## config.mk

```make
export PLATFORM = sky130hd
export DESIGN_NAME = my_button_events_flat
export DESIGN_NICKNAME = d
export VERILOG_FILES = /design/src/rtl/my_button_pkg.sv /design/src/rtl/my_button_events_if.sv /design/src/rtl/my_button_edge.sv /design/src/rtl/my_button_events.sv /design/src/flat_wrapper.sv
export SDC_FILE = /design/constraint.sdc
export NUM_CORES = 1
export LEC_CHECK = 0
export ABC_AREA = 1
export BUFFER_PORTS_ARGS = -buffer_cell sky130_fd_sc_hd__buf_2
export CAP_MARGIN = 20
export CORE_MARGIN = 4
export CORE_UTILIZATION = 52
export DETAILED_ROUTE_END_ITERATION = 12
export PLACE_DENSITY_LB_ADDON = 0.15
export SLEW_MARGIN = 20
export SYNTH_ARGS = -nofsm -noshare
export SYNTH_HDL_FRONTEND = slang
export SYNTH_HIERARCHICAL = 1
export SYNTH_SLANG_ARGS = --single-unit
```

## constraint.sdc

```tcl
create_clock -name sysclk -period 2.1 [get_ports sysclk]
set_clock_uncertainty 0.15 [all_clocks]
set_input_delay 0.315 -clock sysclk [delete_from_list [all_inputs] [get_ports sysclk]]
set_output_delay 0.315 -clock sysclk [all_outputs]
set_load 0.01 [all_outputs]
```

## src/rtl/my_button_pkg.sv

```systemverilog
// my_button_events shared types: FSM state encoding and event indices.
// Event indices order the pulse vector used by downstream event muxes.
package my_button_pkg;

  localparam logic [2:0] IDLE   = 3'd0;
  localparam logic [2:0] PRESS1 = 3'd1;
  localparam logic [2:0] WAIT2  = 3'd2;
  localparam logic [2:0] PRESS2 = 3'd3;
  localparam logic [2:0] LONG   = 3'd4;

  typedef enum logic [2:0] {
    S_IDLE   = IDLE,
    S_PRESS1 = PRESS1,
    S_WAIT2  = WAIT2,
    S_PRESS2 = PRESS2,
    S_LONG   = LONG
  } state_t;

  localparam int EV_PRESS   = 0;
  localparam int EV_RELEASE = 1;
  localparam int EV_SHORT   = 2;
  localparam int EV_LONG    = 3;
  localparam int EV_DOUBLE  = 4;
  localparam int EV_REPEAT  = 5;
  localparam int EV_COUNT   = 6;

endpackage

```

## src/rtl/my_button_events_if.sv

```systemverilog
// Button level, runtime thresholds and gesture event outputs.
// master drives level/thresholds; slave (the decoder) drives events.
interface my_button_events_if #(
  parameter int N = 24
);

  logic         btn_i;
  logic [N-1:0] long_value;
  logic [N-1:0] dclick_value;
  logic [N-1:0] repeat_value;

  logic press_o;
  logic release_o;
  logic short_o;
  logic long_o;
  logic double_o;
  logic repeat_o;
  logic held_o;

  modport master (
    output btn_i,
    output long_value,
    output dclick_value,
    output repeat_value,
    input  press_o,
    input  release_o,
    input  short_o,
    input  long_o,
    input  double_o,
    input  repeat_o,
    input  held_o
  );

  modport slave (
    input  btn_i,
    input  long_value,
    input  dclick_value,
    input  repeat_value,
    output press_o,
    output release_o,
    output short_o,
    output long_o,
    output double_o,
    output repeat_o,
    output held_o
  );

endinterface

```

## src/rtl/my_button_edge.sv

```systemverilog
// my_edge_detect: registered copy of a level plus rise/fall strobes.
// Reusable for any single-bit level already in the clk domain.
module my_edge_detect (
  input  logic clk,
  input  logic level,
  output logic rise,
  output logic fall
);

  logic level_q;

  // Loads the live level even during reset, so a level held
  // through reset release never looks like an edge.
  always_ff @(posedge clk) begin
    level_q <= level;
  end

  assign rise = level & ~level_q;
  assign fall = ~level & level_q;

endmodule

```

## src/rtl/my_button_events.sv

```systemverilog
// my_button_events: gesture decoder (press/release/short/long/double).
// Auto-repeat in LONG is built only when BTN_REPEAT_EN is defined.
module my_button_events
  import my_button_pkg::*;
#(
  parameter int N          = 24,
  parameter bit ACTIVE_LOW = 1'b1
) (
  input logic              sysclk,
  input logic              reset,
  my_button_events_if.slave bus
);

  logic p;
  logic rise;
  logic fall;

  state_t              state;
  logic [N-1:0]        cnt;
  logic [N-1:0]        cnt_inc;
  logic [EV_COUNT-1:0] ev_q;
  logic                held_q;

  assign p = bus.btn_i ^ ACTIVE_LOW;

  my_edge_detect u_edge (
    .clk   (sysclk),
    .level (p),
    .rise  (rise),
    .fall  (fall)
  );

  // Saturate so states without a compare can idle forever.
  assign cnt_inc = (&cnt) ? cnt : cnt + N'(1);

  always_ff @(posedge sysclk) begin
    if (reset) begin
      state  <= S_IDLE;
      cnt    <= '0;
      ev_q   <= '0;
      held_q <= 1'b0;
    end else begin
      ev_q <= '0;
      cnt  <= cnt_inc;
      unique case (state)
        S_IDLE: begin
          if (rise) begin
            state           <= S_PRESS1;
            cnt             <= '0;
            ev_q[EV_PRESS]  <= 1'b1;
            held_q          <= 1'b1;
          end
        end
        S_PRESS1: begin
          if (fall) begin
            state            <= S_WAIT2;
            cnt              <= '0;
            ev_q[EV_RELEASE] <= 1'b1;
            held_q           <= 1'b0;
          end else if (cnt == bus.long_value) begin
            state         <= S_LONG;
            cnt           <= '0;
            ev_q[EV_LONG] <= 1'b1;
          end
        end
        S_WAIT2: begin
          if (rise) begin
            state           <= S_PRESS2;
            cnt             <= '0;
            ev_q[EV_PRESS]  <= 1'b1;
            ev_q[EV_DOUBLE] <= 1'b1;
            held_q          <= 1'b1;
          end else if (cnt == bus.dclick_value) begin
            state          <= S_IDLE;
            cnt            <= '0;
            ev_q[EV_SHORT] <= 1'b1;
          end
        end
        S_PRESS2: begin
          if (fall) begin
            state            <= S_IDLE;
            cnt              <= '0;
            ev_q[EV_RELEASE] <= 1'b1;
            held_q           <= 1'b0;
          end
        end
        S_LONG: begin
          if (fall) begin
            state            <= S_IDLE;
            cnt              <= '0;
            ev_q[EV_RELEASE] <= 1'b1;
            held_q           <= 1'b0;
          end
`ifdef BTN_REPEAT_EN
          else if (cnt == bus.repeat_value) begin
            cnt             <= '0;
            ev_q[EV_REPEAT] <= 1'b1;
          end
`endif
        end
        default: begin
          state  <= S_IDLE;
          cnt    <= '0;
          held_q <= 1'b0;
        end
      endcase
    end
  end

`ifndef BTN_REPEAT_EN
  logic unused_repeat;
  assign unused_repeat = ^bus.repeat_value;
`endif

  assign bus.press_o   = ev_q[EV_PRESS];
  assign bus.release_o = ev_q[EV_RELEASE];
  assign bus.short_o   = ev_q[EV_SHORT];
  assign bus.long_o    = ev_q[EV_LONG];
  assign bus.double_o  = ev_q[EV_DOUBLE];
  assign bus.repeat_o  = ev_q[EV_REPEAT];
  assign bus.held_o    = held_q;

endmodule
```

## src/flat_wrapper.sv

```systemverilog
// flat-port wrapper written by rule: the top's interface ports become plain ports
module my_button_events_flat import my_button_pkg::*;
#(
  parameter int N          = 24,
  parameter bit ACTIVE_LOW = 1'b1
)
  (sysclk, reset, bus_btn_i, bus_long_value, bus_dclick_value, bus_repeat_value, bus_press_o, bus_release_o, bus_short_o, bus_long_o, bus_double_o, bus_repeat_o, bus_held_o);
  my_button_events_if #(.N(N)) bus_i ();
  input logic sysclk;
  input logic reset;
  input wire logic [$bits(bus_i.btn_i)-1:0] bus_btn_i;
  input wire logic [$bits(bus_i.long_value)-1:0] bus_long_value;
  input wire logic [$bits(bus_i.dclick_value)-1:0] bus_dclick_value;
  input wire logic [$bits(bus_i.repeat_value)-1:0] bus_repeat_value;
  output wire logic [$bits(bus_i.press_o)-1:0] bus_press_o;
  output wire logic [$bits(bus_i.release_o)-1:0] bus_release_o;
  output wire logic [$bits(bus_i.short_o)-1:0] bus_short_o;
  output wire logic [$bits(bus_i.long_o)-1:0] bus_long_o;
  output wire logic [$bits(bus_i.double_o)-1:0] bus_double_o;
  output wire logic [$bits(bus_i.repeat_o)-1:0] bus_repeat_o;
  output wire logic [$bits(bus_i.held_o)-1:0] bus_held_o;
  assign bus_i.btn_i = bus_btn_i;
  assign bus_i.long_value = bus_long_value;
  assign bus_i.dclick_value = bus_dclick_value;
  assign bus_i.repeat_value = bus_repeat_value;
  assign bus_press_o = bus_i.press_o;
  assign bus_release_o = bus_i.release_o;
  assign bus_short_o = bus_i.short_o;
  assign bus_long_o = bus_i.long_o;
  assign bus_double_o = bus_i.double_o;
  assign bus_repeat_o = bus_i.repeat_o;
  assign bus_held_o = bus_i.held_o;
  my_button_events #(.N(N), .ACTIVE_LOW(ACTIVE_LOW)) u_core (.sysclk(sysclk), .reset(reset), .bus(bus_i));
endmodule
```

==> impl_metrics.yaml <==
logic_synthesis:
  synthCells: 475
  syn_area_mm2: 0.002665
  yosys.cell_types.count: 30
  synth.yosys.seq_area_share_pct: 25.54
  ys_ff_latch: 34
  synth.avg_cell_area_um2: 5.611
  synth_warnings: 6
  syn_nets: 551
clock_tree:
  clk_pin_slew_ns: 0.08
  htreeDepth: 2
  cts_sinks: 34
  clkLatencyLatePin_ns: 0.29
  ctsHoldBuffers: 0
  cts_root_buf: "clkbuf_8"
  cts_buffers: 5
  cts_tree: "yes"
  cts_buffer_depth: 2
critical_path:
  critical-path-max-stage-delay_ns: 0.38
  cpMaxStageDelayCell: "dfxtp_2"
  critPathMaxFanout: 5
  critPathKind: "flip-flop to flip-flop"
  cp-end-kind: "flip-flop"
  crit_top_cell: "nand2_1"
  cp_data_required_time_ns: 2.18
  cp_top_family: "simple AND/OR/NAND/NOR gates"
  cp-start-kind: "flip-flop"
  cp_cell_sequence: "inv_1, nand2_1, nand2_1, nor2_1, nand2_1, nor2_1, nand2_1, o21bai_4, nand3_4, buf_4, nand2_1, inv_1, nor2_1"
  cp_num_buf_inv: 3
  cp.arrival_ns: 2.04
floorplanning:
  die_w_um: 79.59
  core-area_mm2: 0.004848
  io_pins: 82
  fp.dieH_um: 79.59
  dieArea_mm2: 0.006335
  start_util_pct: 54.97
  rows: 25
route:
  vias_per_cell: 4.943
  wl_per_cell_um: 11.70
  dr.first_iter.drc_count: 171
  firstDrtPassIters: 5
  drc: 0
  antenna_left: 0
  vias: 3030
  postRouteWirelength_um: 7174
placed_design:
  portBuffers: 56
  dpl_cell_area_mm2: 0.003064
  placed_cells: 603
  hpwl_um: 5731
  gp_congestion: 0.9162
grt:
  grt_usage_pct: 22.91
  antenna_found_initial: 0
  grt_pass1_wl_um: 11350
  overflow: 0
  grt_pass1_vias: 2617
  grt_max_degree: 25
layout:
  areaGrowthSynthToFinish_pct: 20.09
  fin_area_mm2: 0.003201
  nets: 621
  layout.cells.non_filler: 613
  layout_commonest_cell: "nand2_1"
  insertedDiodeCount: 0
  seqCellArea_um2: 686.9
  fill_cells: 481
  drive_above_1_share_pct: 19.05
  mostFrequentLayoutCells: "nand2_1 (175), inv_1 (84), nor2_1 (61)"
  multi_input_area_mm2: 0.001604
timing:
  rsz0062_at_grt: "false"
  fin_tns_setup_ns: 0
  hold_viol: 0
  fmax_ghz: 0.5108
  post-route-period-util_pct: 93.23
  finalMaxSlewViolations: 0
  period_needed_ns: 1.958
  setup_viol: 0
power:
  p_leak_nw: 1.698
  switching_share_pct: 35.27
  p_per_area_mw_per_mm2: 578.5
  p_seq_share_pct: 39.8
  clkPwrFrac_pct: 27.6
  pwr-share-comb_pct: 32.6
  p_switching_uw: 653.0
  ir_worst_vdd_mv: 0.4598
  intPower_mw: 1.198
flow_run:
  maxCapViolations: 0
status:
  status: "completed"
worst_hold_path:
  hold_class: "primary input to flip-flop"
cell type report:
type	count	share of cell area [%]
Clock inverter	2	0.3909
Sequential cell	34	21.46
Clock buffer	6	2.580
Timing Repair Buffer	71	12.28
Multi-Input combinational cell	343	50.12
Tap cell	67	2.619
Inverter	90	10.56
cells in the mapped netlist (all sizes together):
| library cell | count | area [µm²] |
|---|---|---|
| o22ai | 1 | 6.260 |
| xor2 | 15 | 131.4 |
| xnor2 | 4 | 35.03 |
| buf | 5 | 48.79 |
| nand4 | 8 | 56.30 |
| nor4 | 6 | 52.55 |
| nand3 | 16 | 92.59 |
| nand2 | 177 | 671.9 |
| inv | 90 | 337.8 |
| clkbuf | 3 | 13.76 |
| or2 | 3 | 18.77 |
| conb | 1 | 3.750 |
| o211ai | 1 | 7.510 |
| o21bai | 1 | 18.77 |
| dfxtp | 34 | 680.7 |
| a21oi | 24 | 120.1 |
| nor3 | 13 | 65.06 |
| nor2 | 65 | 256.5 |
| ha | 1 | 12.51 |
| o21ai | 7 | 35.03 |
path summary, 6_finish.rpt:
| check | start | cells after the start | slack, ns | endpoint |
|---|---|---|---|---|
| min | bus_btn_i | 2 | 0.05 | u_core/u_edge/level_q$_DFF_P_ |
| min reg2reg | u_core/state[1]$_SDFFE_PP0P_ | 2 | 0.34 | u_core/ev_q[4]$_SDFF_PP0_ |
| max | u_core/cnt[12]$_SDFF_PP0_ | 13 | 0.14 | u_core/state[1]$_SDFFE_PP0P_ |
| max reg2reg | u_core/cnt[12]$_SDFF_PP0_ | 13 | 0.14 | u_core/state[1]$_SDFFE_PP0P_ |
registers in the layout, summed over array words and instances, names as in the netlist:
| register | cells |
|---|---|
| u_core/u_edge/level_q | 1 |
| u_core/ev_q | 5 |
| u_core/cnt | 24 |
| u_core/bus.held_o | 1 |
| u_core/state | 3 |
stage by stage:
stage	hold slack, ns	setup WS [ns]	power, mW	util, %
after global routing	0.06202	0.01982	1.982	66.01
after global placement	0.3305	0.09633	1.325	63.20
final	0.04738	0.1422	1.851	66.01
after detailed placement	0.3367	0.04239	1.332	63.20
after floorplan	0.2542	0.2905	1.162	-
after CTS	0.03924	0.03069	1.842	65.16
metal layers:
| metal | wire (µm) | global-route usage (%) |
|---|---|---|
| met5 | 0 | 0 |
| met4 | 203 | 8.247 |
| met1 | 3053 | 28.31 |
| met2 | 3368 | 38.90 |
| met3 | 549 | 4.966 |
logic make-up (layout without fill, tap and decap cells):
group                    Yosys count  count (layout)  share of synthesized area [%]
other                              1               1                         0.1407
AO/OA/AOI/OAI                     34              34                          7.043
AND/OR/NAND/NOR                  288             288                          45.54
XOR/XNOR                          19              19                          6.244
adder cells (fa/ha/maj)            1               1                         0.4694
buffers and inverters             98             169                          15.02
flip-flops                        34              34                          25.54
repair_timing:
item | in CTS | in global routing
resized for setup | 0 | 9
endpoints found under the setup margin | 0 | 27
buffers inserted | 0 | 2
power groups by stage:
stage               logic [mW]  registers [mW]  clock network, mW
global placement         0.577           0.748                  0
detailed placement       0.583           0.749                  0
global route             0.683           0.746              0.554
finish                   0.603           0.737              0.512
floorplan                0.412           0.751                  0
CTS                      0.585           0.734              0.523
No activity file was read; power rests on OpenSTA's default activity.
